==> config.mk <==
export PLATFORM = sky130hd
export DESIGN_NAME = spi_ram_burst
export DESIGN_NICKNAME = d
export VERILOG_FILES = /design/src/rtl/spi_ram_burst.sv
export SDC_FILE = /design/constraint.sdc
export NUM_CORES = 2
export LEC_CHECK = 0
export ABC_AREA = 1
export ABC_CLOCK_PERIOD_IN_PS = 2500
export CAP_MARGIN = 0
export CORE_ASPECT_RATIO = 0.5
export CORE_MARGIN = 2
export CORE_UTILIZATION = 44
export DETAILED_ROUTE_END_ITERATION = 10
export SLEW_MARGIN = 10
export SYNTH_ARGS = -nofsm -noshare
export SYNTH_HDL_FRONTEND = slang
export SYNTH_SLANG_ARGS = --single-unit
==> constraint.sdc <==
create_clock -name clk -period 2.5 [get_ports clk]
set_input_delay 0.25 -clock clk [delete_from_list [all_inputs] [get_ports clk]]
set_output_delay 0.25 -clock clk [all_outputs]
set_load 0.005 [all_outputs]
==> src/rtl/spi_ram_burst.sv <==
// Command-driven RAM with single-word writes and zero-latency burst reads.
// Define SPI_RAM_AUTOINC_EN to advance the addresses after every access.
module spi_ram_burst #(
  parameter int unsigned MEM_WIDTH = 8,
  parameter int unsigned ADDR_SIZE = 8,
  parameter int unsigned MEM_DEPTH = 256
) (
  input  logic                 clk,
  input  logic                 rst_n,
  input  logic [MEM_WIDTH+1:0] din,
  input  logic                 rx_valid,
  output logic [MEM_WIDTH-1:0] dout,
  output logic                 tx_valid,
  output logic                 busy,
  output logic                 cmd_drop
);

`ifdef SPI_RAM_AUTOINC_EN
  localparam bit AutoInc = 1'b1;
`else
  localparam bit AutoInc = 1'b0;
`endif

  typedef enum logic [0:0] {StIdle, StBurst} state_e;

  state_e               state_q;
  logic [ADDR_SIZE-1:0] waddr_q;
  logic [ADDR_SIZE-1:0] raddr_q;
  logic [ADDR_SIZE-1:0] count_q;
  logic [MEM_WIDTH-1:0] mem [MEM_DEPTH];

  logic [1:0]           opcode;
  logic [ADDR_SIZE-1:0] arg;
  logic                 accept;
  logic                 wr_en;
  logic [MEM_WIDTH-1:0] rd_word;

  assign opcode  = din[MEM_WIDTH+1:MEM_WIDTH];
  assign arg     = din[ADDR_SIZE-1:0];
  assign accept  = rx_valid && !busy;
  assign wr_en   = accept && (opcode == 2'b01) && (32'(waddr_q) < MEM_DEPTH);
  // Addresses beyond the populated depth read as zero.
  assign rd_word = (32'(raddr_q) < MEM_DEPTH) ? mem[raddr_q] : '0;

  function automatic logic [ADDR_SIZE-1:0] adv(input logic [ADDR_SIZE-1:0] a);
    if (32'(a) == MEM_DEPTH - 1) return '0;
    return a + ADDR_SIZE'(1);
  endfunction

  // Storage has no reset; contents survive rst_n.
  always_ff @(posedge clk) begin
    if (wr_en) mem[waddr_q] <= din[MEM_WIDTH-1:0];
  end

  always_ff @(posedge clk or negedge rst_n) begin
    if (!rst_n) begin
      state_q  <= StIdle;
      waddr_q  <= '0;
      raddr_q  <= '0;
      count_q  <= '0;
      dout     <= '0;
      tx_valid <= 1'b0;
      busy     <= 1'b0;
      cmd_drop <= 1'b0;
    end else begin
      tx_valid <= 1'b0;
      cmd_drop <= 1'b0;
      case (state_q)
        StIdle: begin
          if (accept) begin
            unique case (opcode)
              2'b00: waddr_q <= arg;
              2'b01: begin
                if (AutoInc) waddr_q <= adv(waddr_q);
              end
              2'b10: raddr_q <= arg;
              2'b11: begin
                // First word leaves on the same edge that accepts the command.
                dout     <= rd_word;
                tx_valid <= 1'b1;
                if (AutoInc) raddr_q <= adv(raddr_q);
                if (arg != '0) begin
                  state_q <= StBurst;
                  busy    <= 1'b1;
                  count_q <= arg;
                end
              end
            endcase
          end
        end
        StBurst: begin
          cmd_drop <= rx_valid;
          dout     <= rd_word;
          tx_valid <= 1'b1;
          if (AutoInc) raddr_q <= adv(raddr_q);
          count_q  <= count_q - ADDR_SIZE'(1);
          if (count_q == ADDR_SIZE'(1)) begin
            state_q <= StIdle;
            busy    <= 1'b0;
          end
        end
        default: state_q <= StIdle;
      endcase
    end
  end

endmodule

==> reports/qor.csv <==
stage,metric,value,unit
run_status,status,"complete, but fails checks",
run_status,violations,negative setup slack,
sta,rsz0062_at_grt,true,
routing,drcViolationCount,0,
synth,synth_top_area_share,72.7,%
critical_path,start_kind,register,
power_and_ir_drop,p_sw_share,19.8,%
sta,max_freq,0.388,GHz
critical_path,crit_cells,15,
synth,ys_seq_area_share,73.7,%
floorplan,fp.dieArea,196000,µm²
placement,place_congestion,0.889,
floorplan,boundaryPins,24,
critical_path,setup.worst_path.class,register to register,
finish,area_growth,17.7,%
clocking,cts_max_path_buffers,4,
routing,dr.pass1.iters,8,
sta,slew_headroom,37.4,%
floorplan,die_x,624,µm
synth,synth_area_leader_cell,edfxtp_1,
synth,dominantRegCellSynth,edfxtp_1,
power_and_ir_drop,p_leak,35.3,nW
synth,synth_nets,7152,
power_and_ir_drop,p_switching,0.0135,W
floorplan,rows,113,
sta,setup_slack,-79.4,ps
finish,drive_gt1_share,13.8,%
sta,finalSetupViolations,8,
clocking,cts_root_buffer,clkbuf_16,
synth,synth.area.top_cells,"edfxtp_1 73%, nand3_1 12%, nand2_1 9.4%",
finish,fill_cells,16000,
synth,yosys_warnings,0,
sta,min_period,2580,ps
critical_path,crit_start,raddr_q[0],
floorplan,start_util,44.4,%
synth,mappedNetlistArea,84600,µm²
synth,synthArstFlopShare,1.73,%
critical_path,cp_max_fo,36,
critical_path,r2r_cells,15,
sta,hold_ws,53.5,ps
power_and_ir_drop,power_frac_seq,56.4,%
power_and_ir_drop,clkPwrFrac,42.4,%
synth,ys_seq_elements,2084,
routing,drt_iter0_drc,7408,
run,maxCapViolCount,0,
power_and_ir_drop,pwr-share-comb,1.2,%
power_and_ir_drop,peakVddDrop,0.000502,V
grt,antenna_found_initial,3,
floorplan,core_area,190000,µm²
finish,nNetsFinal,7593,
critical_path,timing.rr.start,raddr_q[0],
clocking,cts_tree,yes,
synth,avgSynthCellArea,11.9,µm²
grt,overflow,0,
grt,grt_max_degree,131,
power_and_ir_drop,powerDensity,683,nW/µm²
critical_path,endpoint,dout[0],
routing,vias,57600,
sta,drv_slew,0,
critical_path,critPathMaxStageDelay,550,ps
placement,dp_hpwl,149,mm
routing,wl,245,mm
critical_path,path_cells,buf_4 -> buf_12 -> buf_12 -> nand2_1 -> nand3_1 -> nand3_1 -> nand3_1 -> nand3_1 -> nand3_1 -> buf_4 -> nand3_2 -> buf_4 -> nand3_1 -> nand3_1 -> nand2_1,
critical_path,worstPathRequired,3240,ps
sta,final.period_utilization,103,%
clocking,cts.sinks,2084,
routing,via_per_inst,5.62,
critical_path,path_delay_family,simple AND/OR/NAND/NOR gates,
routing,wl_per_cell,23.9,µm
critical_path,path_buf_inv,5,
min_path,hold_class,input port to async pin,
floorplan,die_h,314,µm
critical_path,end_kind,register,
critical_path,reg2reg_slack,-80,ps
clocking,cts.clk_slew.worst_paths,70,ps
sta,finClkSkew,45.3,ps
critical_path,timing.rr.end,dout[0],
grt,track_usage,24.7,%
critical_path,arrival,3320,ps
critical_path,cp_slowest_cell,dfrtp_4,
critical_path,cp_common_cell,nand3_1,
routing,ant_nets,0,
synth,synthCells,7137,
clocking,h-tree-depth,4,
power_and_ir_drop,finalPower,0.0680,W
sta,hold_viol,0,
placement,port_buffers,23,
sta,worstMarginPinSlew,939,ps
clocking,cts_buffers,192,
clocking,clock_latency,850,ps
synth,synth_cell_types,24,
grt,grt_pass1_vias,54500,
synth,synth-edff-count,2048,
grt,grt_pass1_wl,361,mm
power_and_ir_drop,p_int,0.0545,W
[worst min path at each step]
stage / startpoint / endpoint / slack [ps]
floorplan: rst_n / busy / -50
global placement: rst_n / tx_valid / 380
detailed placement: rst_n / tx_valid / 390
CTS: rst_n / tx_valid / 40
global route: rst_n / tx_valid / 90
finish: rst_n / tx_valid / 50
[power by group through the flow]
stage	clock, W	combinational [W]	sequential, W
after floorplan	0	0.00000807	0.0391
after global placement	0	0.000819	0.0391
after detailed placement	0	0.000834	0.0391
after CTS	0.0291	0.000847	0.0383
after global routing	0.0305	0.000888	0.0383
final	0.0288	0.000835	0.0383
[cell families (layout without fill, tap and decap cells)]
group | after synthesis | in the layout | share of synthesized area (%)
AO/OA/AOI/OAI | 35 | 35 | 0.244
XOR/XNOR | 1 | 1 | 0.0104
adder cells (fa/ha/maj) | 2 | 2 | 0.0296
buffers and inverters | 545 | 1128 | 3.10
flip-flops | 2084 | 2084 | 73.7
other | 0 | 3 | 0
AND/OR/NAND/NOR | 4470 | 4470 | 22.9
[routing by layer]
layer | track usage (%) | part of all wire (%) | wire length, µm | vias up
met1 | 36.4 | 43 | 105000 | 28300
met3 | 4.25 | 9.5 | 23200 | 391
met4 | 7.32 | 3.0 | 7270 | 2
met5 | 0.526 | 0.063 | 153 | -
li1 | - | - | - | 26200
met2 | 37.6 | 45 | 109000 | 2654
[layout make-up]
| cell class | instances | area, µm² | share of cell area, % |
|---|---|---|---|
| inverters | 60 | 264 | 0.265 |
| diodes | 3 | 7.51 | 0.00754 |
| clock buffers | 244 | 5100 | 5.12 |
| clock inverters | 92 | 880 | 0.883 |
| multi-input cells | 4508 | 20100 | 20.2 |
| repair buffers | 732 | 7640 | 7.68 |
| well taps | 2530 | 3170 | 3.18 |
| flip-flops and latches | 2084 | 62400 | 62.7 |
[state kept, by name (all words and copies together), names as in the netlist]
register / count
mem: 2048
waddr_q: 8
tx_valid: 1
busy: 1
dout: 8
count_q: 8
raddr_q: 8
state_q: 1
cmd_drop: 1
[cells in the mapped netlist, types with 2 or more instances]
cell type     n
a21oi_1       4
buf_1        47
buf_2       247
buf_4        63
buf_6         4
clkbuf_1    124
dfrtp_1      36
edfxtp_1   2048
ha_1          2
inv_1        56
inv_2         2
nand2_1    2129
nand3_1    2044
nand4_1       4
nor2_1      290
nor3_1        2
o21ai_0      22
o221ai_1      7
[placed cells by master (no fill, tap or decap), types with 3 or more instances in the layout]
cell type / instances
edfxtp_1: 2048
inv_6: 3
nor2_1: 290
clkbuf_8: 6
buf_12: 130
dlygate4sd3_1: 9
o21ai_0: 22
clkbuf_16: 197
o221ai_1: 7
diode_2: 3
buf_6: 18
nand3_4: 8
buf_8: 13
inv_1: 54
dfrtp_4: 5
nand3_1: 1964
nand3_2: 72
nand4_1: 4
bufinv_16: 16
buf_4: 532
clkbuf_1: 44
a21oi_1: 4
dfrtp_1: 31
clkinv_2: 26
clkdlybuf4s50_1: 14
buf_16: 10
clkinv_8: 4
clkinv_1: 41
nand2_2: 16
nand2_1: 2113
[timing repair]
item                                    4_1_cts  5_1_grt
gates cloned                                  4        3
gates resized for setup                      80       50
pin swaps                                     5        6
hold buffers                                  9        0
endpoints found under the hold margin       222        0
endpoints found under the setup margin        8        8
buffers inserted                             11        0
[per-stage QoR]
step	TNS, ps	instance area, µm²	utilization [%]	std cells	setup slack (ps)
after global placement	-4170	92500	48.6	9887	-282
after detailed placement	-5560	92500	48.6	9887	-296
after floorplan	0	84600	-	7137	259
after global routing	-770	99600	52.3	10300	-114
final	-392	99600	52.3	10300	-79.4
after CTS	-48.1	99300	52.1	10200	-14.1
No activity file was read; power rests on OpenSTA's default activity.
